[config.mk]
export PLATFORM = sky130hd
export DESIGN_NAME = ups_ca4l_regs_flat
export DESIGN_NICKNAME = d
export VERILOG_FILES = /design/src/rtl/ups_ca4l_regs_if.sv /design/src/rtl/ups_ca4l_regs.sv /design/src/flat_wrapper.sv
export SDC_FILE = /design/constraint.sdc
export NUM_CORES = 1
export LEC_CHECK = 0
export CAP_MARGIN = 20
export CORE_MARGIN = 1.5
export CORE_UTILIZATION = 43
export CTS_BUF_LIST = sky130_fd_sc_hd__clkbuf_2
export DETAILED_ROUTE_END_ITERATION = 8
export PLACE_DENSITY = 0.79
export SKIP_LAST_GASP = 1
export SLEW_MARGIN = 20
export SYNTH_ARGS = -nofsm -noshare
export SYNTH_HDL_FRONTEND = slang
export SYNTH_SLANG_ARGS = --single-unit
[constraint.sdc]
create_clock -name fclk -period 1.9 [get_ports fclk]
set_input_delay 0.38 -clock fclk [delete_from_list [all_inputs] [get_ports fclk]]
set_output_delay 0.38 -clock fclk [all_outputs]
set_load 0.03 [all_outputs]
[src/rtl/ups_ca4l_regs_if.sv]
// ca4l AXI4-Lite bus between the PS master port and the PL register block.
// The master drives addresses, data and ready for responses; the slave drives the rest.
interface ups_ca4l_regs_if;
  logic [31:0] awaddr;
  logic [2:0]  awprot;
  logic        awvalid;
  logic        awready;
  logic [31:0] wdata;
  logic [3:0]  wstrb;
  logic        wvalid;
  logic        wready;
  logic [1:0]  bresp;
  logic        bvalid;
  logic        bready;
  logic [31:0] araddr;
  logic [2:0]  arprot;
  logic        arvalid;
  logic        arready;
  logic [31:0] rdata;
  logic [1:0]  rresp;
  logic        rvalid;
  logic        rready;

  modport master (
    output awaddr, awprot, awvalid, wdata, wstrb, wvalid, bready,
           araddr, arprot, arvalid, rready,
    input  awready, wready, bresp, bvalid, arready, rdata, rresp, rvalid
  );

  modport slave (
    input  awaddr, awprot, awvalid, wdata, wstrb, wvalid, bready,
           araddr, arprot, arvalid, rready,
    output awready, wready, bresp, bvalid, arready, rdata, rresp, rvalid
  );
endinterface

[src/rtl/ups_ca4l_regs.sv]
// AXI4-Lite register responder on the PL end of ca4l: ID, live status and NREGS-2 control regs.
// Optional UPS_CA4L_WSTRB_EN enables per-byte write strobes; otherwise writes update the full word.
module ups_ca4l_regs #(
  parameter int unsigned NREGS     = 8,
  parameter logic [31:0] BASE_ADDR = 32'h43C0_0000,
  parameter logic [31:0] ID_VALUE  = 32'h5550_5301,
  parameter logic [31:0] RST_VALUE = 32'h0000_0000
) (
  input  logic                 fclk,
  input  logic                 rst_n,
  ups_ca4l_regs_if.slave       ca4l,
  input  logic [31:0]          status_i,
  output logic [NREGS*32-1:0]  regs_o,
  output logic [NREGS-1:0]     wr_stb_o
);
  localparam int unsigned IDXW = $clog2(NREGS);

  typedef enum logic { W_IDLE, W_RESP } w_state_t;
  typedef enum logic { R_IDLE, R_DATA } r_state_t;

  w_state_t w_state_q, w_state_d;
  r_state_t r_state_q, r_state_d;
  logic rdy_q;
  logic aw_held_q, aw_held_d, w_held_q, w_held_d;
  logic [31:2] awaddr_q, awaddr_d;
  logic [31:0] wdata_q, wdata_d;
  logic [3:0]  wstrb_q, wstrb_d;
  logic        bvalid_q, bvalid_d;
  logic [1:0]  bresp_q, bresp_d;
  logic        rvalid_q, rvalid_d;
  logic [1:0]  rresp_q, rresp_d;
  logic [31:0] rdata_q, rdata_d;
  logic [31:0] ctrl_q [2:NREGS-1];
  logic [NREGS-1:0][31:0] img;
  logic [IDXW-1:0] w_idx, r_idx;
  logic w_hit, w_ro, r_hit, commit, wr_en;
  logic [31:0] wr_word;
  logic unused_bits;

  assign unused_bits = ^{ca4l.awprot, ca4l.arprot, ca4l.awaddr[1:0], ca4l.araddr[1:0]};

  always_comb begin
    img[0] = ID_VALUE;
    img[1] = status_i;
    for (int unsigned k = 2; k < NREGS; k++) img[k] = ctrl_q[k];
  end
  assign regs_o = img;

  assign w_idx = awaddr_q[IDXW+1:2];
  assign w_hit = (awaddr_q[31:IDXW+2] == BASE_ADDR[31:IDXW+2]);
  assign w_ro  = (w_idx < IDXW'(2));
  assign r_idx = ca4l.araddr[IDXW+1:2];
  assign r_hit = (ca4l.araddr[31:IDXW+2] == BASE_ADDR[31:IDXW+2]);

`ifdef UPS_CA4L_WSTRB_EN
  always_comb begin
    wr_word = img[w_idx];
    for (int unsigned b = 0; b < 4; b++)
      if (wstrb_q[b]) wr_word[8*b +: 8] = wdata_q[8*b +: 8];
  end
`else
  logic unused_wstrb;
  assign unused_wstrb = ^wstrb_q;
  assign wr_word      = wdata_q;
`endif

  assign wr_en    = commit && w_hit && !w_ro;
  assign wr_stb_o = wr_en ? (NREGS'(1) << w_idx) : '0;

  assign ca4l.awready = rdy_q && (w_state_q == W_IDLE) && !aw_held_q;
  assign ca4l.wready  = rdy_q && (w_state_q == W_IDLE) && !w_held_q;
  assign ca4l.bvalid  = bvalid_q;
  assign ca4l.bresp   = bresp_q;
  assign ca4l.arready = rdy_q && (r_state_q == R_IDLE);
  assign ca4l.rvalid  = rvalid_q;
  assign ca4l.rresp   = rresp_q;
  assign ca4l.rdata   = rdata_q;

  // AW and W latch independently; the commit happens once both holds are set.
  always_comb begin
    w_state_d = w_state_q;
    aw_held_d = aw_held_q;
    awaddr_d  = awaddr_q;
    w_held_d  = w_held_q;
    wdata_d   = wdata_q;
    wstrb_d   = wstrb_q;
    bvalid_d  = bvalid_q;
    bresp_d   = bresp_q;
    commit    = 1'b0;
    case (w_state_q)
      W_IDLE: begin
        if (ca4l.awvalid && ca4l.awready) begin
          aw_held_d = 1'b1;
          awaddr_d  = ca4l.awaddr[31:2];
        end
        if (ca4l.wvalid && ca4l.wready) begin
          w_held_d = 1'b1;
          wdata_d  = ca4l.wdata;
          wstrb_d  = ca4l.wstrb;
        end
        if (aw_held_q && w_held_q) begin
          commit    = 1'b1;
          bvalid_d  = 1'b1;
          bresp_d   = !w_hit ? 2'b11 : (w_ro ? 2'b10 : 2'b00);
          w_state_d = W_RESP;
        end
      end
      W_RESP: begin
        if (ca4l.bready) begin
          bvalid_d  = 1'b0;
          aw_held_d = 1'b0;
          w_held_d  = 1'b0;
          w_state_d = W_IDLE;
        end
      end
    endcase
  end

  always_comb begin
    r_state_d = r_state_q;
    rvalid_d  = rvalid_q;
    rresp_d   = rresp_q;
    rdata_d   = rdata_q;
    case (r_state_q)
      R_IDLE: begin
        if (ca4l.arvalid && ca4l.arready) begin
          rvalid_d  = 1'b1;
          rdata_d   = r_hit ? img[r_idx] : '0;
          rresp_d   = r_hit ? 2'b00 : 2'b11;
          r_state_d = R_DATA;
        end
      end
      R_DATA: begin
        if (ca4l.rready) begin
          rvalid_d  = 1'b0;
          r_state_d = R_IDLE;
        end
      end
    endcase
  end

  always_ff @(posedge fclk or negedge rst_n) begin
    if (!rst_n) begin
      rdy_q     <= 1'b0;
      w_state_q <= W_IDLE;
      r_state_q <= R_IDLE;
      aw_held_q <= 1'b0;
      awaddr_q  <= '0;
      w_held_q  <= 1'b0;
      wdata_q   <= '0;
      wstrb_q   <= '0;
      bvalid_q  <= 1'b0;
      bresp_q   <= '0;
      rvalid_q  <= 1'b0;
      rresp_q   <= '0;
      rdata_q   <= '0;
    end else begin
      rdy_q     <= 1'b1;
      w_state_q <= w_state_d;
      r_state_q <= r_state_d;
      aw_held_q <= aw_held_d;
      awaddr_q  <= awaddr_d;
      w_held_q  <= w_held_d;
      wdata_q   <= wdata_d;
      wstrb_q   <= wstrb_d;
      bvalid_q  <= bvalid_d;
      bresp_q   <= bresp_d;
      rvalid_q  <= rvalid_d;
      rresp_q   <= rresp_d;
      rdata_q   <= rdata_d;
    end
  end

  always_ff @(posedge fclk or negedge rst_n) begin
    if (!rst_n) begin
      for (int unsigned k = 2; k < NREGS; k++) ctrl_q[k] <= RST_VALUE;
    end else begin
      for (int unsigned k = 2; k < NREGS; k++)
        if (wr_en && (w_idx == IDXW'(k))) ctrl_q[k] <= wr_word;
    end
  end
endmodule

[src/flat_wrapper.sv]
// flat-port wrapper written by rule: the top's interface ports become plain ports
module ups_ca4l_regs_flat 
#(
  parameter int unsigned NREGS     = 8,
  parameter logic [31:0] BASE_ADDR = 32'h43C0_0000,
  parameter logic [31:0] ID_VALUE  = 32'h5550_5301,
  parameter logic [31:0] RST_VALUE = 32'h0000_0000
)
  (fclk, rst_n, status_i, regs_o, wr_stb_o, ca4l_awaddr, ca4l_awprot, ca4l_awvalid, ca4l_wdata, ca4l_wstrb, ca4l_wvalid, ca4l_bready, ca4l_araddr, ca4l_arprot, ca4l_arvalid, ca4l_rready, ca4l_awready, ca4l_wready, ca4l_bresp, ca4l_bvalid, ca4l_arready, ca4l_rdata, ca4l_rresp, ca4l_rvalid);
  ups_ca4l_regs_if ca4l_i ();
  input  logic fclk;
  input  logic rst_n;
  input  logic [31:0] status_i;
  output logic [NREGS*32-1:0] regs_o;
  output logic [NREGS-1:0] wr_stb_o;
  input wire logic [$bits(ca4l_i.awaddr)-1:0] ca4l_awaddr;
  input wire logic [$bits(ca4l_i.awprot)-1:0] ca4l_awprot;
  input wire logic [$bits(ca4l_i.awvalid)-1:0] ca4l_awvalid;
  input wire logic [$bits(ca4l_i.wdata)-1:0] ca4l_wdata;
  input wire logic [$bits(ca4l_i.wstrb)-1:0] ca4l_wstrb;
  input wire logic [$bits(ca4l_i.wvalid)-1:0] ca4l_wvalid;
  input wire logic [$bits(ca4l_i.bready)-1:0] ca4l_bready;
  input wire logic [$bits(ca4l_i.araddr)-1:0] ca4l_araddr;
  input wire logic [$bits(ca4l_i.arprot)-1:0] ca4l_arprot;
  input wire logic [$bits(ca4l_i.arvalid)-1:0] ca4l_arvalid;
  input wire logic [$bits(ca4l_i.rready)-1:0] ca4l_rready;
  output wire logic [$bits(ca4l_i.awready)-1:0] ca4l_awready;
  output wire logic [$bits(ca4l_i.wready)-1:0] ca4l_wready;
  output wire logic [$bits(ca4l_i.bresp)-1:0] ca4l_bresp;
  output wire logic [$bits(ca4l_i.bvalid)-1:0] ca4l_bvalid;
  output wire logic [$bits(ca4l_i.arready)-1:0] ca4l_arready;
  output wire logic [$bits(ca4l_i.rdata)-1:0] ca4l_rdata;
  output wire logic [$bits(ca4l_i.rresp)-1:0] ca4l_rresp;
  output wire logic [$bits(ca4l_i.rvalid)-1:0] ca4l_rvalid;
  assign ca4l_i.awaddr = ca4l_awaddr;
  assign ca4l_i.awprot = ca4l_awprot;
  assign ca4l_i.awvalid = ca4l_awvalid;
  assign ca4l_i.wdata = ca4l_wdata;
  assign ca4l_i.wstrb = ca4l_wstrb;
  assign ca4l_i.wvalid = ca4l_wvalid;
  assign ca4l_i.bready = ca4l_bready;
  assign ca4l_i.araddr = ca4l_araddr;
  assign ca4l_i.arprot = ca4l_arprot;
  assign ca4l_i.arvalid = ca4l_arvalid;
  assign ca4l_i.rready = ca4l_rready;
  assign ca4l_awready = ca4l_i.awready;
  assign ca4l_wready = ca4l_i.wready;
  assign ca4l_bresp = ca4l_i.bresp;
  assign ca4l_bvalid = ca4l_i.bvalid;
  assign ca4l_arready = ca4l_i.arready;
  assign ca4l_rdata = ca4l_i.rdata;
  assign ca4l_rresp = ca4l_i.rresp;
  assign ca4l_rvalid = ca4l_i.rvalid;
  ups_ca4l_regs #(.NREGS(NREGS), .BASE_ADDR(BASE_ADDR), .ID_VALUE(ID_VALUE), .RST_VALUE(RST_VALUE)) u_core (.fclk(fclk), .rst_n(rst_n), .ca4l(ca4l_i), .status_i(status_i), .regs_o(regs_o), .wr_stb_o(wr_stb_o));
endmodule
==> impl_metrics.csv, run 1 <==
group,metric,value,unit
clock_tree,cts_buffer_depth,3,
drt,ant_nets,0,
die,die_w,181,um
power,p_leak,10.1,nW
clock_tree,numCtsBuffers,77,
run_status,outcome,"complete, but fails checks",
power,power,15.3,mW
die,start_util,0.435,
drt,wl_per_cell,23.7,um
global_route,antenna_found_initial,2,
die,die-area,0.0328,mm2
drt,avgViaCountPerCell,5.36,
finish,drive_above_1_share,0.572,
synth,synth-edff-count,0,
die,row_count,65,
placement,dpl.hpwl,29900,um
clock_tree,cts-root-buf,"clkbuf_2",
clock_tree,cts_sinks,296,
synth,yosys.area.top_type_share,0.543,
timing,fin_crit,2890,ps
global_route,gr-usage-all-layers,0.275,
clock_tree,worstSkewPairLatency,850,ps
clock_tree,htree_levels,3,
worst_setup_path,crit_path_end_kind,"primary output",
timing,setup_tns,-102220,ps
power,powerDensity,761,mW/mm2
synth,yosysTopAreaCell,"dfrtp_1",
finish,fillCellCount,2381,
global_route,grt_pass1_vias,11095,
clock_tree,cts_tree,"yes",
synth,synth_async_sr_flop_share,1.00,
placement,dp_slack,-589,ps
timing,max_freq,0.346,GHz
die,core_area,0.0314,mm2
synth,ys_warn_count,0,
worst_setup_path,required,1520,ps
timing,clock_skew,108,ps
worst_setup_path,worstPathArrival,2510,ps
drt,drt-initial-drc-count,510,
timing,finalCritPeriodShare,1.52,
global_route,grt_max_degree,60,
timing,whs,126,ps
synth,synth_seq_cells,296,
synth,ys_top_cells_by_area,"dfrtp_1 (54%), mux2_1 (12%), mux2_2 (7.7%)",
global_route,grt_overflow,0,
placement,dpl_cell_area,0.0190,mm2
power,peakVddDrop,0.000753,V
worst_setup_path,reg2reg_slack,-580,ps
drt,drt_wl_total,46300,um
synth,syn_area,0.0136,mm2
drt,vias,10476,
synth,seq_area_frac_synth,0.543,
drt,firstDrtPassIters,5,
worst_setup_path,crit_type,"flip-flop to primary output",
timing,setup_viol,201,
finish,final_util,0.640,
run_status,failed_checks,"negative setup slack",
synth,synth_cell_types,41,
hold_path,worstHoldPathType,"input port to flip-flop",
flow_run,timing.max_cap.violations,0,
synth,synthFlopType,"dfrtp_1",
clock_tree,cts.clk_slew.worst_paths,110,ps
placement,io_buffer_count,401,
finish,area_growth,47.2,%
synth,syn_avg_cell_area,14.4,um2
worst_setup_path,start_kind,"flip-flop",
global_route,grt_pass1_wl,68000,um
finish,nNetsFinal,1654,
die,io-pin-count,450,
placement,dpl.cell_count,1737,
synth,synth.most_common_cell,"dfrtp_1",
synth,synth_commonest_cells,"dfrtp_1 (296), mux2_1 (141), mux2_2 (93)",
drt,drcViolationCount,0,
finish,final_cells,1956,
finish,final_cell_area,0.0201,mm2
timing,hold_violations,0,
worst_setup_path,critPathMaxFanout,4,
synth,syn_inst,945,
timing,worst_slack,-989,ps
die,die_y,181,um
timing,report.final.slew_viol_count,0,
timing,rsz0062_at_grt,"yes",
placement,gp_congestion,0.847,
worst max-delay path, stage by stage, from the launching register on:
cell and delay, ps:
dfrtp_1 430, nor4_4 340, nand4_4 130, or2_4 280
buf_4 140, nor4_4 150, buf_6 180
logic make-up (layout without fill, tap and decap cells):
logic type | Yosys count | after routing | share of synthesized area
AO/OA/AOI/OAI | 105 | 105 | 0.0496
other | 2 | 37 | 0.000550
flip-flops | 296 | 296 | 0.543
buffers and inverters | 127 | 701 | 0.0605
multiplexers | 327 | 327 | 0.302
AND/OR/NAND/NOR | 88 | 88 | 0.0449
path summary, 6_finish.rpt:
check,from,end,cells past startpoint
hold / removal,ca4l_wdata[31],u_core.wdata_q[31]$_DFFE_PN0P_,2
min in group asynchronous,rst_n,u_core.awaddr_q[2]$_DFFE_PN0P_,3
setup / recovery,u_core.awaddr_q[11]$_DFFE_PN0P_,wr_stb_o[2],6
hold reg to reg,u_core.ca4l.rdata[14]$_DFFE_PN0P_,u_core.ca4l.rdata[14]$_DFFE_PN0P_,2
max in group asynchronous,rst_n,u_core.regs_o[245]$_DFFE_PN0P_,4
setup reg to reg,u_core.awaddr_q[17]$_DFFE_PN0P_,u_core.regs_o[149]$_DFFE_PN0P_,9
state kept, by name, indices dropped and copies added (netlist names):
register            count
u_core.regs_o         192
u_core.ca4l.rdata      32
u_core.wdata_q         32
u_core.awaddr_q        30
u_core.ca4l.bresp       2
u_core.aw_held_q        1
u_core.ca4l.bvalid      1
u_core.ca4l.rresp       1
u_core.ca4l.rvalid      1
u_core.r_state_q        1
u_core.rdy_q            1
u_core.w_held_q         1
u_core.w_state_q        1
power breakdown:
group          leakage, nW  internal [mW]  switching, mW  total [mW]
Clock                0.500           1.72           2.62        4.34
Combinational         5.57           1.58           1.33        2.91
Sequential            3.98           7.02           1.02        8.04
layer usage:
metal	global-route usage	share of wire	up-vias
met5	0	0	-
met4	0.109	0.028	0
met3	0.0768	0.071	95
met2	0.462	0.50	488
met1	0.336	0.40	5359
li1	-	-	4534
repair_timing:
item,CTS,global route
setup buffers,60,11
resized for setup,1275,29
gates cloned,9,11
hold buffers,4,0
endpoints found under the setup margin,431,280
pin swaps,13,8
endpoints found under the hold margin,297,0
layout by cell type (no fill, tap or decap), drive strengths merged, types with 31 or more instances in the layout:
master         instances
buf                  436
clkbuf               112
clkdlybuf4s50        126
conb                  35
dfrtp                296
mux2                 264
mux2i                 31
mux4                  32
nand2                 41
o21ai                 34
final cells by class:
type,instances,area [um2],share of cell area
Antenna cell,2,5.00,0.000249
Clock buffer,103,515,0.0257
Clock inverter,19,134,0.00666
Inverter,4,18.8,0.000934
Multi-Input combinational cell,555,6260,0.311
Sequential cell,296,7410,0.369
Tap cell,402,503,0.0250
Timing Repair Buffer,575,5250,0.261
(Power assumes the default switching activity.)
==> inputs of run 2 (changes only) <==
--- a/config.mk
+++ b/config.mk
@@ -5,7 +5,6 @@
 export SDC_FILE = /design/constraint.sdc
 export NUM_CORES = 1
 export LEC_CHECK = 0
-export CAP_MARGIN = 20
 export CORE_MARGIN = 1.5
 export CORE_UTILIZATION = 43
 export CTS_BUF_LIST = sky130_fd_sc_hd__clkbuf_2
==> results of run 2 <==
The final DEF is identical to that of run 1; final timing and power are the same.
